## src/rtl/spike_event_logger.sv

```systemverilog
// Spike event logger: timestamps pre/post spikes and wrap markers into a show-ahead FIFO.
// Optional `SPIKE_LOGGER_DROP_CNT_EN adds a saturating drop_count output that backs overflow.
module spike_event_logger #(
    parameter  int TS_WIDTH = 6,
    parameter  int DEPTH    = 8,
    localparam int CNT_W    = $clog2(DEPTH) + 1
) (
    input  logic                  clk,
    input  logic                  reset_n,
    input  logic                  enable,
    input  logic                  clear,
    input  logic                  spike_pre,
    input  logic                  spike_post,
    output logic                  evt_valid,
    input  logic                  evt_ready,
    output logic [TS_WIDTH+2:0]   evt_data,
    output logic [CNT_W-1:0]      evt_count,
    output logic                  overflow
`ifdef SPIKE_LOGGER_DROP_CNT_EN
    ,
    output logic [7:0]            drop_count
`endif
);

    localparam int PTR_W = $clog2(DEPTH);
    localparam int EVT_W = TS_WIDTH + 3;

    logic [TS_WIDTH-1:0] ts_p0;
    logic [PTR_W-1:0]    wr_ptr;
    logic [PTR_W-1:0]    rd_ptr;
    logic [CNT_W-1:0]    count;
    logic [EVT_W-1:0]    mem [DEPTH];

    logic                wrap;
    logic [2:0]          tag;
    logic                wr_req;
    logic                full;
    logic                do_pop;
    logic                do_push;
    logic                do_drop;
    logic [EVT_W-1:0]    wr_data;

    // Stage p0: event tagging from the live timestamp
    always_comb begin
        wrap    = enable && (ts_p0 == {TS_WIDTH{1'b1}});
        tag     = {wrap, spike_pre, spike_post};
        wr_req  = enable && !clear && (tag != 3'b000);
        wr_data = {tag, ts_p0};
        full    = (count == CNT_W'(DEPTH));
        do_pop  = !clear && (count != '0) && evt_ready;
        // A pop on a full FIFO frees the slot the concurrent push lands in.
        do_push = wr_req && (!full || do_pop);
        do_drop = wr_req && full && !do_pop;
    end

    always_ff @(posedge clk or negedge reset_n) begin
        if (!reset_n) begin
            ts_p0 <= '0;
        end else if (clear) begin
            ts_p0 <= '0;
        end else if (enable) begin
            ts_p0 <= ts_p0 + TS_WIDTH'(1);
        end
    end

    always_ff @(posedge clk or negedge reset_n) begin
        if (!reset_n) begin
            wr_ptr <= '0;
            rd_ptr <= '0;
            count  <= '0;
        end else if (clear) begin
            wr_ptr <= '0;
            rd_ptr <= '0;
            count  <= '0;
        end else begin
            if (do_push) begin
                wr_ptr <= wr_ptr + PTR_W'(1);
            end
            if (do_pop) begin
                rd_ptr <= rd_ptr + PTR_W'(1);
            end
            case ({do_push, do_pop})
                2'b10:   count <= count + CNT_W'(1);
                2'b01:   count <= count - CNT_W'(1);
                default: count <= count;
            endcase
        end
    end

    // Stage p1: storage holds data only; validity lives in count
    always_ff @(posedge clk) begin
        if (do_push) begin
            mem[wr_ptr] <= wr_data;
        end
    end

`ifdef SPIKE_LOGGER_DROP_CNT_EN
    logic [7:0] drop_cnt;

    always_ff @(posedge clk or negedge reset_n) begin
        if (!reset_n) begin
            drop_cnt <= '0;
        end else if (clear) begin
            drop_cnt <= '0;
        end else if (do_drop && (drop_cnt != 8'hFF)) begin
            drop_cnt <= drop_cnt + 8'd1;
        end
    end

    assign drop_count = drop_cnt;
    assign overflow   = (drop_cnt != 8'd0);
`else
    logic ovf_sticky;

    always_ff @(posedge clk or negedge reset_n) begin
        if (!reset_n) begin
            ovf_sticky <= 1'b0;
        end else if (clear) begin
            ovf_sticky <= 1'b0;
        end else if (do_drop) begin
            ovf_sticky <= 1'b1;
        end
    end

    assign overflow = ovf_sticky;
`endif

    // Stage p2: show-ahead head, forced to zero when empty
    assign evt_valid = (count != '0);
    assign evt_count = count;
    assign evt_data  = evt_valid ? mem[rd_ptr] : '0;

endmodule

```

## config.mk

```make
export PLATFORM = sky130hd
export DESIGN_NAME = spike_event_logger
export DESIGN_NICKNAME = d
export VERILOG_FILES = /design/src/rtl/spike_event_logger.sv
export SDC_FILE = /design/constraint.sdc
export NUM_CORES = 1
export LEC_CHECK = 0
export ABC_AREA = 1
export CAP_MARGIN = 20
export CELL_PAD_IN_SITES_DETAIL_PLACEMENT = 1
export CELL_PAD_IN_SITES_GLOBAL_PLACEMENT = 2
export CORE_MARGIN = 2
export CORE_UTILIZATION = 30
export CTS_BUF_LIST = sky130_fd_sc_hd__clkbuf_4
export CTS_CLUSTER_SIZE = 12
export DETAILED_ROUTE_END_ITERATION = 8
export GPL_TIMING_DRIVEN = 0
export PLACE_DENSITY_LB_ADDON = 0.1
export SYNTH_ARGS = -nofsm -noshare
export SYNTH_HDL_FRONTEND = slang
export SYNTH_SLANG_ARGS = --single-unit
```

## constraint.sdc

```tcl
create_clock -name clk -period 2.6 [get_ports clk]
set_input_delay 0.52 -clock clk [delete_from_list [all_inputs] [get_ports clk]]
set_output_delay 0.52 -clock clk [all_outputs]
set_load 0.05 [all_outputs]
```

---- Word level (Yosys, flattened, before mapping) ----
Memory sizes are Yosys's and may differ from the RTL's.
Cells that the tools add are included.
cells by class
  $add $sub $neg .......................... 5
  multiply operators ...................... 0
  divide/modulo/power cells ............... 0
  $lt $le $gt $ge ......................... 0
  equality and inequality tests ........... 4
  shift-type cells ........................ 0
  mux-type cells .......................... 13
  bitwise gates (word level) .............. 0
  reduce and logical (&&, ||, !) cells .... 19
operators with widths
  operator                                             number
  2-to-1 mux 3 bit                                     4
  2-to-1 mux 6 bit                                     2
  2-to-1 mux 9 bit                                     1
  logical AND 1 bit                                    8
  one-hot mux 4 bit (2 select lines)                   1
  nonzero test 2 bit                                   4
  adder 3 x 1 -> 3 bit, second input constant          2
  adder 6 x 1 -> 6 bit, second input constant          1
  equality test 6 bit, second input constant           1
  nonzero test 3 bit                                   2
  adder 4 x 1 -> 4 bit, second input constant          1
  equality test 4 bit, second input constant           1
  2-to-1 mux 1 bit                                     4
  2-to-1 mux 4 bit                                     1
  nonzero test 4 bit                                   1
  subtractor 4 x 1 -> 4 bit, second input constant     1
  logical NOT 1 bit                                    3
  equality test 2 x 1 -> 1 bit, second input constant  1
  equality test 2 bit, second input constant           1
  logical OR 1 bit                                     1
word-level totals
  register bits after elaboration ......... 17
  latch bits .............................. 0
  memory bits (writable) .................. 72
  memory bits (read-only) ................. 0
  input bits .............................. 7
  memories ................................ 1
memory list
  name  depth  width  rd ports  clocked after memory_dff  write ports  line  RTL
  mem   8      9      1         0                         1            32    logic [EVT_W-1:0] mem [DEPTH];

---- Logic depth before layout (Yosys ltp) ----
Gate-level depths: netlist of run 1.
  depth after elaboration ................. 8
  depth in mapped cells ................... 15
  gate-level depth less buffers ........... 15

---- Worst setup path after synthesis of run 1 ----
Ideal clock, no wire load.
  kind .................................... register to output
  start point ............................. reg count[1] (netlist: evt_count[1])
  end point ............................... out evt_data[0]
  arrival ................................. 2,525 ps
  data required time ...................... 2,080 ps
  path slack .............................. -445 ps
  stages on the path, launching flop included .. 6
  buffers on the path ..................... 1
  path through ............................ dfrtp_1 -> nor2_1 -> nand2_1 -> clkbuf_1 -> o21ai_0 -> a31oi_1
between the ends
  longest elaborated chain between the ends .. 2
ends and longest elaborated chain
  what                      line  RTL
  start: declaration        31    logic [CNT_W-1:0] count;
  start signal: assignment  83    2'b10: count <= count + CNT_W'(1);
  start signal: assignment  84    2'b01: count <= count - CNT_W'(1);
  start signal: assignment  85    default: count <= count;
  nonzero test 4 bit        129   assign evt_valid = (count != '0);
  net evt_valid             14    output logic evt_valid,
  2-to-1 mux 9 bit          131   assign evt_data = evt_valid ? mem[rd_ptr] : '0;
  end: declaration          16    output logic [TS_WIDTH+2:0] evt_data,
The timed path passes the listed nets, and every way through them passes these cells.

---- Final worst setup path of run 1 ----
  start point ............................. reg rd_ptr[0]
  end point ............................... out evt_data[5]
between the ends
  longest elaborated chain between the ends .. 2
ends and longest elaborated chain
  what                      line  RTL
  start: declaration        30    logic [PTR_W-1:0] rd_ptr;
  start signal: assignment  80    rd_ptr <= rd_ptr + PTR_W'(1);
  memory read (8 x 9 bit)   --
  2-to-1 mux 9 bit          131
Every way passes these cells.

==> reports/metrics.cfg, run 1 <==
[outcome]
status=finished clean

[floorplan]
row_count=41
die_h_microns=117
core_area_sq_um=12500
dieArea_sq_um=13600
io_pins=22
initial_core_util_pct=30.4
die_w_microns=117

[logic_synthesis]
ys_types=25
ys_top_cells_by_area=edfxtp_1 57%, dfrtp_1 11%, nor2_1 8.4%, o21ai_0 7.9%, nand2_1 3.9%
syn_area_sq_um=3810
ys_seq_area_share_pct=68.0
synth_nets=363
synth.avg_cell_area_sq_um=10.9
synthCells=350
ys_ff_latch=89
yosysTopAreaCellShare_pct=56.8
synth_top_area_cell=edfxtp_1
yosysWarnings=0

[setup_path]
arrival_ns=1.99
path_class=flip-flop to primary output
crit_path_start_kind=flip-flop
worstPathRequired_ns=2.08
end_kind=primary output
critPathMaxFanout=5

[drt]
drtPass1Iterations=4
drt-initial-drc-count=95
drc=0
dr_total_vias=2727
post_drt_wl_per_cell_microns=18.5
avgViaCountPerCell=4.79
wl_mm=10.5
antenna_left=0

[sta]
slew_viol_final=0
fin_worst_skew_ns=0.0174
max_freq_mhz=398
finalSetupViolCount=0
fin_crit_ns=2.51
period_share_pct=96.7
rsz0062_at_grt=yes
slew_headroom_pct=46.4
finalSetupTns_ns=0
max_slew.worst_pin.slew_ns=0.802
hold_viol_final=0

[final_layout]
layout-drive-gt1-share_pct=25.9
final_cell_mix=72 x edfxtp_1, 71 x nor2_1, 39 x nand2_1
final_cells=569
final_cell_area_sq_um=4830
layout_commonest_cell=edfxtp_1
area_growth_pct=26.8
insertedDiodeCount=0
fin_nets=406

[grt]
grt_pass1_vias=2709
track_usage_pct=16.6
overflow=0
antenna_found_initial=0
grt_pass1_wl_mm=16.0
grt_start_max_net_pins=18

[pwr]
power.total_mw=2.92
p_leak_nw=1.78
p_per_area_nw_per_um2=604
ir_drop_mv=0.258

[clock_network]
ctsRootBufferMaster=clkbuf_4
clock_path_buffers=2
clkSlewWorstSetupHoldPaths_ns=0.13
clk_latency_ns=0.45
h-tree-depth=3
cts_tree=built
cts_sinks=89
cts_buffers=9
cts-hold-fix-buffers=0

[place]
gp_congestion=0.700
io_buffer_count=21
placed_cell_area_sq_um=4290
dp_hpwl_mm=6.84
dp.cells=543

[flow_run]
maxCapViolations=0

[min_path]
hold_class=input port to async pin

[stage by stage]
step           setup WS (ns)  util, %  hold WS [ns]
6_report              0.0861     38.6         0.513
5_1_grt              -0.0183     38.6         0.506
4_1_cts             -0.00926     38.3         0.511
3_5_place_dp          -0.755     34.3         0.489
3_3_place_gp          -0.792     34.3         0.475
2_1_floorplan          0.112        -         0.224
[power by group]
part           leakage (nW)  switching [mW]  internal (mW)
Sequential            0.889          0.0159           1.56
Combinational         0.816           0.306          0.181
Clock                0.0771           0.476          0.380
Total                  1.78           0.797           2.12
[state kept, by name, indices dropped and copies added (netlist names)]
signal,cells
ts_p0,6
wr_ptr,3
overflow,1
mem,72
rd_ptr,3
evt_count,4
[cell type report]
type / instances / area (sq um)
fillers: 1397 / 7690
multi-input cells: 230 / 1280
clock buffers: 9 / 67.6
clock inverters: 6 / 83.8
repair buffers: 32 / 362
flip-flops and latches: 89 / 2590
well taps: 172 / 215
plain buffers: 15 / 156
inverters: 16 / 63.8
[worst paths after layout]
check	start	to	slack, ns	cells after the start
setup reg to reg	ts_p0[4]	evt_count[3]	0.21	14
max in group asynchronous	reset_n	ts_p0[5]	1.53	1
hold reg to reg	overflow	overflow	0.51	2
hold / removal	reset_n	evt_count[2]	0.51	1
min in group clk	overflow	overflow	0.51	2
setup / recovery	rd_ptr[0]	evt_data[5]	0.09	10
[critical path, cell delays in order, from the launching register on]
cell,delay (ns)
dfrtp_1,0.41
buf_6,0.14
buf_8,0.13
buf_8,0.13
nor2_2,0.10
nor2_1,0.04
o21ai_1,0.10
o21ai_2,0.09
o21ai_1,0.15
a31oi_2,0.05
buf_6,0.18
[layer usage]
| layer | wire length, microns | track usage, % | part of all wire (%) |
|---|---|---|---|
| met1 | 4830 | 21.2 | 46 |
| met4 | 211 | 7.37 | 2.0 |
| met2 | 5200 | 28.5 | 49 |
| met3 | 288 | 2.18 | 2.7 |
| met5 | 0 | 0 | 0 |
[cells by family (layout without fill, tap and decap cells)]
family,Yosys count,count (layout),share of synthesized area [%]
flops,89,89,68.0
simple gates,148,148,16.1
fa+ha+maj,6,6,2.17
buf+inv,31,78,3.22
compound gates,75,75,10.3
xor+xnor,1,1,0.230
[cell usage after synthesis]
cell type,number
fa_1,1
nand3_1,8
buf_2,5
dfrtp_1,17
clkinv_1,1
or2_4,1
nand2_1,40
a21oi_1,5
inv_2,2
a31oi_1,9
nor3_1,3
buf_1,3
inv_1,13
nor2_1,85
xor2_1,1
ha_1,5
o21ai_0,60
edfxtp_1,72
nor2_2,1
nand4_1,6
o21ai_2,1
nand2_2,1
clkbuf_1,7
nand3_2,2
nor2_4,1
[what timing repair did]
| action | 4_1_cts | 5_1_grt |
|---|---|---|
| pin swaps | 13 | 3 |
| setup endpoints to repair | 83 | 10 |
| gates resized for setup | 166 | 18 |
| cloned | 3 | 0 |
| setup buffers | 8 | 0 |
No activity file was read; power rests on OpenSTA's default activity.
==> run 2: changes to the inputs <==
--- a/config.mk
+++ b/config.mk
@@ -9,13 +9,13 @@
 export CAP_MARGIN = 20
 export CELL_PAD_IN_SITES_DETAIL_PLACEMENT = 1
 export CELL_PAD_IN_SITES_GLOBAL_PLACEMENT = 2
-export CORE_MARGIN = 2
 export CORE_UTILIZATION = 30
 export CTS_BUF_LIST = sky130_fd_sc_hd__clkbuf_4
 export CTS_CLUSTER_SIZE = 12
 export DETAILED_ROUTE_END_ITERATION = 8
 export GPL_TIMING_DRIVEN = 0
 export PLACE_DENSITY_LB_ADDON = 0.1
+export REMOVE_ABC_BUFFERS = 1
 export SYNTH_ARGS = -nofsm -noshare
 export SYNTH_HDL_FRONTEND = slang
 export SYNTH_SLANG_ARGS = --single-unit
==> reports/metrics.cfg, run 2 (same netlist as run 1, synthesis figures left out) <==
[grt]
grt_start_max_net_pins=23  ; +5
grt_pass1_wl_mm=16.1  ; +1.1%
track_usage_pct=17.3  ; +0.62 points
antenna_found_initial=0  ; unchanged
grt_pass1_vias=2790  ; +3.0%
overflow=0  ; unchanged

[drt]
drt-initial-drc-count=128  ; +35%
dr_total_vias=2662  ; -2.4%
avgViaCountPerCell=4.70  ; -1.9%
antenna_left=0  ; unchanged
drtPass1Iterations=4  ; unchanged
wl_mm=10.2  ; -3.5%
drc=0  ; unchanged
post_drt_wl_per_cell_microns=18.0  ; -2.9%

[sta]
finalSetupViolCount=6  ; +6
finalSetupTns_ns=-0.0839  ; -0.0839 ns
rsz0062_at_grt=yes
max_freq_mhz=379  ; -4.6%
period_share_pct=101  ; +4.7 points
fin_crit_ns=2.64  ; +0.121 ns
max_slew.worst_pin.slew_ns=0.854  ; +0.0525 ns
fin_worst_skew_ns=0.0242  ; +0.00686 ns
hold_viol_final=0  ; unchanged
slew_viol_final=0  ; unchanged
slew_headroom_pct=42.9  ; -3.5 points
layout_setup_ws_ns=-0.0352  ; -0.121 ns

[setup_path]
end_kind=primary output
worstPathRequired_ns=2.08  ; about the same
arrival_ns=2.12  ; +0.13 ns
crit_top_cell=buf_16
worstPathCellList=buf_16, clkinvlp_4, buf_12, buf_16, nor2_4, o21ai_2, o21ai_1, a31oi_1, buf_4
critPathMaxFanout=6  ; +1
crit_path_start_kind=flip-flop
critPathSlowestCell=dfrtp_4
path_class=flip-flop to primary output
max_stage_delay_ns=0.53  ; +0.12 ns

[floorplan]
core_area_sq_um=12200  ; -2.4%
dieArea_sq_um=13100  ; -3.4%
die_w_microns=115  ; -1.7%
die_h_microns=115  ; -1.7%
row_count=40  ; -2.4%
io_pins=22  ; unchanged
initial_core_util_pct=31.2  ; +0.76 points

[final_layout]
final.fill_count=1382  ; -1.1%
largest_reg_flops=72  ; unchanged
final_cell_mix=74 x nor2_1, 72 x edfxtp_1, 38 x nand2_1
layout-drive-gt1-share_pct=22.6  ; -3.3 points
insertedDiodeCount=0  ; unchanged
regMostFlops=mem
layout_commonest_cell=nor2_1
area_growth_pct=25.4
fin_nets=406  ; unchanged

[clock_network]
cts_tree=built
clk_latency_ns=0.46  ; about the same
cts_buffers=9  ; unchanged
ctsRootBufferMaster=clkbuf_4
clkSlewWorstSetupHoldPaths_ns=0.14  ; about the same
h-tree-depth=3  ; unchanged
clock_path_buffers=2  ; unchanged
cts_sinks=89  ; unchanged

[place]
dp_slack_ns=-1.12  ; -0.363 ns
gp_congestion=0.672  ; -3.9%
dp_hpwl_mm=6.20  ; -9.4%
io_buffer_count=21  ; unchanged

[outcome]
violations=setup timing
status=complete, but fails checks

[min_path]
hold_class=flip-flop to flip-flop

[pwr]
p_leak_nw=1.79  ; +0.62%
power.total_mw=2.79  ; -4.3%
p_per_area_nw_per_um2=584  ; -3.3%
ir_drop_mv=0.189  ; -27%

[flow_run]
maxCapViolations=0  ; unchanged

run 2: cell count changes in the layout (fill, tap and decap cells not counted), sizes merged:
cell,change
bufinv,-2
clkinv,-1
bufbuf,+2
clkdlybuf4s50,+2
dlygate4sd2,+1
clkbuf,-7
dlymetal6s2s,-2
clkinvlp,+3
clkdlybuf4s15,-1
buf,+6
run 2: worst max-delay path, delay by kind of cell, from the launching register on:
family                 cells  cell delay [ns]
buffers and inverters      5             0.69
DFF                        1             0.53
AOI/OAI and AO/OA          3             0.39
and+or+nand+nor            1             0.03
run 2: layer usage:
metal / vias to the layer above / track usage (%) / part of all wire [%]
met4: 0 / 5.11 / 1.5
met1: 1299 / 23.3 / 48
met2: 38 / 27.8 / 48
li1: 1315 / - / -
met3: 10 / 3.97 / 2.8
met5: - / 0 / 0
run 2: through the flow:
step	cell area (sq um)	util (%)	cells	hold WS (ns)
after floorplan	3740	-	335	0.224
after global routing	4770	39.1	566	0.566
after CTS	4700	38.5	562	0.531
after global placement	4160	34.1	524	0.486
final	4770	39.1	566	0.526
after detailed placement	4300	35.2	532	0.483
run 2: timing repair:
item                                   4_1_cts  5_1_grt
gates resized for setup                    118       28
setup endpoints to repair                   85       69
endpoints found under the hold margin        0        0
hold buffers                                 0        0
gates cloned                                 4        0
buffers inserted                            10        4
pin swaps                                    9        6
run 2: final cells by class:
| class | count | area [sq um] | area share, % |
|---|---|---|---|
| sequential | 89 | 2600 | 54.4 |
| tap | 168 | 210 | 4.40 |
| clock inverter | 6 | 52.6 | 1.10 |
| clock buffer | 10 | 75.1 | 1.57 |
| timing repair buffer | 47 | 578 | 12.1 |
| inverter | 16 | 68.8 | 1.44 |
| multi-input combinational | 230 | 1190 | 25.0 |
run 2: final timing paths:
kind                                 to  cells past startpoint  slack, ns      start
max                         evt_data[3]                      9      -0.04  rd_ptr[0]
min                            overflow                      2       0.53   overflow
max reg2reg                   mem[2][0]                      9       0.16   ts_p0[1]
min reg2reg                    overflow                      2       0.53   overflow
max in group asynchronous     rd_ptr[0]                      1       1.45    reset_n
min in group asynchronous  evt_count[3]                      1       0.54    reset_n
run 2: report_power, final:
group / internal, mW / leakage [nW] / switching (mW)
clock: 0.220 / 0.0651 / 0.515
sequential: 1.56 / 0.889 / 0.0194
combinational: 0.195 / 0.839 / 0.283
total: 1.97 / 1.79 / 0.818
==> run 3: changes to the inputs <==
--- a/config.mk
+++ b/config.mk
@@ -6,6 +6,7 @@
 export NUM_CORES = 1
 export LEC_CHECK = 0
 export ABC_AREA = 1
+export ABC_CLOCK_PERIOD_IN_PS = 2600
 export CAP_MARGIN = 20
 export CELL_PAD_IN_SITES_DETAIL_PLACEMENT = 1
 export CELL_PAD_IN_SITES_GLOBAL_PLACEMENT = 2
==> results of run 3 <==
No change in the layout: final DEF, timing and power equal those of run 2.
==> RTL change 1, RTL diff (config.mk and constraints of run 3) <==
`TS_WIDTH`: 6 -> 8.
--- a/src/rtl/spike_event_logger.sv
+++ b/src/rtl/spike_event_logger.sv
@@ -2,5 +2,5 @@
 // Optional `SPIKE_LOGGER_DROP_CNT_EN adds a saturating drop_count output that backs overflow.
 module spike_event_logger #(
-    parameter  int TS_WIDTH = 6,
+    parameter  int TS_WIDTH = 8,
     parameter  int DEPTH    = 8,
     localparam int CNT_W    = $clog2(DEPTH) + 1
Interface: changed (resized evt_data); port bits go from 22 to 24. No check against the original RTL was run, so the function may have changed too.
==> RTL change 1 against run 3 <==
- the run still ends with negative setup slack left
- maximum frequency down 1.6%
- sequential cell count up 18
- total power up 28%
- non-clock buffer count up 7
- synthesized cell count up 13%
- die area up 21%
- cell area up 22%
- critical path depth down 1
- wire length up 36%
- synthesized area up 22%
- setup slack worse by 0.043 ns
- core utilization down 0.75 points
- critical path type unchanged
==> RTL change 1: results (changes against run 3) <==
total of plain and repair buffers excluding clock buffers 54 (was 47); met2 routed wirelength 6749 µm (was 4898 µm); wire length of the first global-routing pass 20,620 µm (was 16,130 µm); multi-input combinational area share 0.2572 (was 0.2497); setup tns final -0.4066 ns (was -0.08391 ns); EDFF count, synth 88 (was 72); clock buffer count 9 (was 10); met1 Track Usage GR 0.2418 (was 0.2325); post-CTS setup buffer count 16 (was 10); reg-to-reg startpoint ts_p0[4] (was ts_p0[1]); Global Route met3 Usage 0.02082 (was 0.03970); met3 layer wire length in the routed design 389 µm (was 283 µm); non-clock buffering overhead in the final layout 0.1094 (was 0.1211); number of global-route vias before repair 3,331 (was 2,790); total routing resource utilization after global routing 0.1833 (was 0.1726); number of filler instances in the final layout 1,625 (was 1,382); pin count of the biggest net entering global routing 24 (was 23); routed vias/inst 5.047 (was 4.703); final weighted congestion in routability-driven placement 0.6690 (was 0.6721); clock slew at the register clock pins of the worst setup and hold paths 0.18 ns (was 0.14 ns); proportion of cell area spent on the clock network 0.02305 (was 0.02673); number of inserted diodes 1 (was 0); Post-Synthesis Cells 394 (was 350); fraction of layout cells with a size suffix above 1 0.2600 (was 0.2261); violated checks negative setup slack (unchanged); Setup-failing EPs final 11 (was 6); share of synthesized area occupied by flip-flops and latches 0.6741 (was 0.6798); normalized max-slew margin 0.6665 (was 0.4286); number of gates given a new drive strength after cts 107 (was 118); IR drop worst, VDD 0.2112 mV (was 0.1893 mV); fin area 5808 µm² (was 4775 µm²); sequential cell area 3129 µm² (was 2597 µm²); post-synth cell types 35 (was 25); outcome finished with violations (unchanged); setup ws final -0.07770 ns (was -0.03519 ns); routed length on met1 6404 µm (was 4836 µm); core area 15,150 µm² (was 12,210 µm²); latest clock arrival within the worst-skew pair 0.51 ns (was 0.46 ns); Post-DP Area 5102 µm² (was 4299 µm²); placement-stage worst setup slack -0.9297 ns (was -1.118 ns); ranking of synthesized cells by area edfxtp_1 57%, dfrtp_1 10%, nor2_1 8.4% (was edfxtp_1 57%, dfrtp_1 11%, nor2_1 8.4%); count of buffers inserted at the top-level ports 23 (was 21); multi-input combinational cell count 246 (was 230); data arrival at the endpoint of the critical path 2.16 ns (was 2.12 ns); worst min path class input port to async pin (was flip-flop to flip-flop); HPWL Detailed 7149 µm (was 6202 µm); fraction of registers with async set/reset 0.1776 (was 0.1910); reg2reg end evt_count[3] (was mem[2][0]); Non-clk invs 27 (was 16); leakage power figure 2.077 nW (was 1.793 nW); Setup crit end evt_data[5] (was evt_data[3]); most instantiated cells after synthesis 103 x nor2_1, 88 x edfxtp_1, 37 x o21ai_0 (was 85 x nor2_1, 72 x edfxtp_1, 60 x o21ai_0); final sequential cell count 107 (was 89); number of flip-flops under the largest register name 88 (was 72); clock skew 0.03149 ns (was 0.02424 ns)
RTL change 1: worst max-delay path: stages (launching register included):
cell     delay (ns)
dfrtp_4        0.58
buf_12         0.15
buf_12         0.14
inv_6          0.09
nor2_1         0.06
o32ai_2        0.19
o21ai_1        0.10
nor2_1         0.15
buf_6          0.17
RTL change 1: kinds of logic (layout without fill, tap and decap cells):
| group | count (synthesis) | in the layout | share of synthesized area |
|---|---|---|---|
| other cells | 0 | 1 | 0 |
| simple gates | 162 | 162 | 0.1626 |
| fa+ha+maj | 6 | 6 | 0.01785 |
| compound gates | 77 | 77 | 0.1044 |
| flops | 107 | 107 | 0.6741 |
| buf+inv | 41 | 97 | 0.03922 |
| xor+xnor | 1 | 1 | 0.001894 |
RTL change 1: where the power goes:
group,total [W],internal (W),switching (W)
Sequential,0.00195,0.00191,0.0000377
Clock,0.000882,0.000293,0.000590
Combinational,0.000745,0.000280,0.000466
==> RTL change 2, RTL diff (settings of run 3) <==
Without the edit above. Register the output `overflow` once more, cleared by the reset; this adds one clock of latency there. The other outputs are not delayed to match.
--- a/src/rtl/spike_event_logger.sv
+++ b/src/rtl/spike_event_logger.sv
@@ -123,5 +123,11 @@
     end
 
-    assign overflow = ovf_sticky;
+    always_ff @(posedge clk or negedge reset_n) begin
+        if (!reset_n) begin
+            overflow <= '0;
+        end else begin
+            overflow <= ovf_sticky;
+        end
+    end
 `endif
 
Formal check against the unedited RTL: not equivalent (a bounded check fails within 10 cycles, from zero or initial values and one cycle with reset_n low).
==> RTL change 2 against run 3 <==
- setup slack gained 0.10 ns
- count of clock-buffer cells in the layout is 1 lower
- synthesized area grew 1.4%
- critical endpoint is now mem[7][4]
- sequential cell count up 1
- total power up 3.7%
- global-route usage barely moved
- largest cell class unchanged
- cell area shrank 2.1%
- wire length increased by 6.1%
- synthesized cell count is 0.29% higher
==> RTL change 2: results (changes against run 3) <==
most instantiated cells after synthesis 81 x nor2_1, 72 x edfxtp_1, 62 x o21ai_0 (was 85 x nor2_1, 72 x edfxtp_1, 60 x o21ai_0); outcome completed (was finished with violations); Comb group 0.000408 W (was 0.000478 W); root cell of the clock tree clkbuf_4 (unchanged); number of global-route vias before repair 2,588 (was 2,790); total number of nets in the final design 402 (was 406); FF-to-FF setup slack 0.15 ns; clock skew 0.02310 ns (was 0.02424 ns); total routing resource utilization after global routing 0.1722 (was 0.1726); cell type of the slowest stage on the worst timing path clkdlybuf4s50_1 (was dfrtp_4); number of filler instances in the final layout 1,390 (was 1,382); share of synthesized area occupied by flip-flops and latches 0.6770 (was 0.6798); reg2reg end mem[7][4] (was mem[2][0]); end of the worst hold path overflow (unchanged); met2 routed wirelength 5089 µm (was 4898 µm); latest clock arrival within the worst-skew pair 0.47 ns; met3 layer wire length in the routed design 355 µm (was 283 µm); routed length on met1 5148 µm (was 4836 µm); HPWL Detailed 5945 µm (was 6202 µm); fraction of registers with async set/reset 0.2000 (was 0.1910); Cells on Worst Hold Path 0 (was 2); Post-DP Area 4250 µm² (was 4299 µm²); wire length of the first global-routing pass 15,940 µm (was 16,130 µm); first-pass iteration count of the detailed router 4 (unchanged); R2R cell count 9 (unchanged); EDFF count, synth 72 (unchanged); total wire length 10,800 µm (was 10,170 µm); final hold slack 0.4001 ns (was 0.5261 ns); share of total power in the clock network 0.309 (was 0.264); overall via count from detail_route 2,682 (was 2,662); Most flops, register mem (unchanged); normalized max-slew margin 0.3858 (was 0.4286); Worst Min Path Start ovf_sticky (was overflow); ranking of synthesized cells by area edfxtp_1 56%, dfrtp_1 12%, o21ai_0 8.0% (was edfxtp_1 57%, dfrtp_1 11%, nor2_1 8.4%); pin count of the biggest net entering global routing 39 (was 23); data arrival at the endpoint of the critical path 2.71 ns (was 2.12 ns); reg-to-reg startpoint evt_count[0] (was ts_p0[1]); fraction of layout cells with a size suffix above 1 0.1908 (was 0.2261); uppermost metal layer occupied by signal nets met4 (unchanged); post-synth cell types 29 (was 25); initial detailed-routing violation count 83 (was 128); leakage power figure 1.740 nW (was 1.793 nW); clock slew at the register clock pins of the worst setup and hold paths 0.14 ns (about the same); Internal Dissipation 0.002093 W (was 0.001973 W); final weighted congestion in routability-driven placement 0.6801 (was 0.6721); CP max FO 14 (was 6); worst min path class flip-flop to flip-flop (unchanged); IR drop worst, VDD 0.2627 mV (was 0.1893 mV)
-- RTL change 2: cell families after synthesis --
group / synth area share
XOR/XNOR: 0.002270
adder cells (fa/ha/maj): 0.02140
buffers and inverters: 0.03923
AO/OA/AOI/OAI: 0.1080
flip-flops: 0.6770
AND/OR/NAND/NOR: 0.1521
-- RTL change 2: cell type report --
type,count,area share
multi-input combinational,227,0.2417
timing repair buffer,41,0.09208
inverter,19,0.02195
sequential,90,0.5621
clock inverter,6,0.01927
clock buffer,9,0.01445
tap,172,0.04604
timing repair inverter,1,0.002409
-- RTL change 2: repair_timing --
| action | in CTS | in global routing |
|---|---|---|
| resized for setup | 81 | 24 |
| buffers inserted | 8 | 7 |
| pin swaps | 0 | 1 |
| endpoints found under the setup margin | 83 | 45 |
| cloned | 0 | 2 |
-- RTL change 2: per-stage QoR --
step	cells	util	power, W	setup slack (ns)
after floorplan	336	-	0.001830	-0.2508
after global placement	529	0.3345	0.001964	-1.506
after detailed placement	533	0.3382	0.001969	-1.234
after CTS	556	0.3606	0.002886	0.003981
after global routing	565	0.3719	0.003016	-0.04270
final	565	0.3719	0.002893	0.06452
-- RTL change 2: how the worst max path moves through the flow --
stage | start | to
after floorplan | evt_count[1] | evt_data[0]
final | clear | mem[7][4]
after CTS | rd_ptr[0] | evt_data[2]
after detailed placement | rd_ptr[1] | evt_data[2]
after global routing | rd_ptr[0] | evt_data[2]
after global placement | rd_ptr[0] | evt_data[2]
-- RTL change 2: layer usage --
metal / track usage / vias to the layer above
li1: - / 1295
met1: 0.2394 / 1327
met2: 0.2691 / 48
met3: 0.02615 / 12
met4: 0.07186 / 0
met5: 0 / -
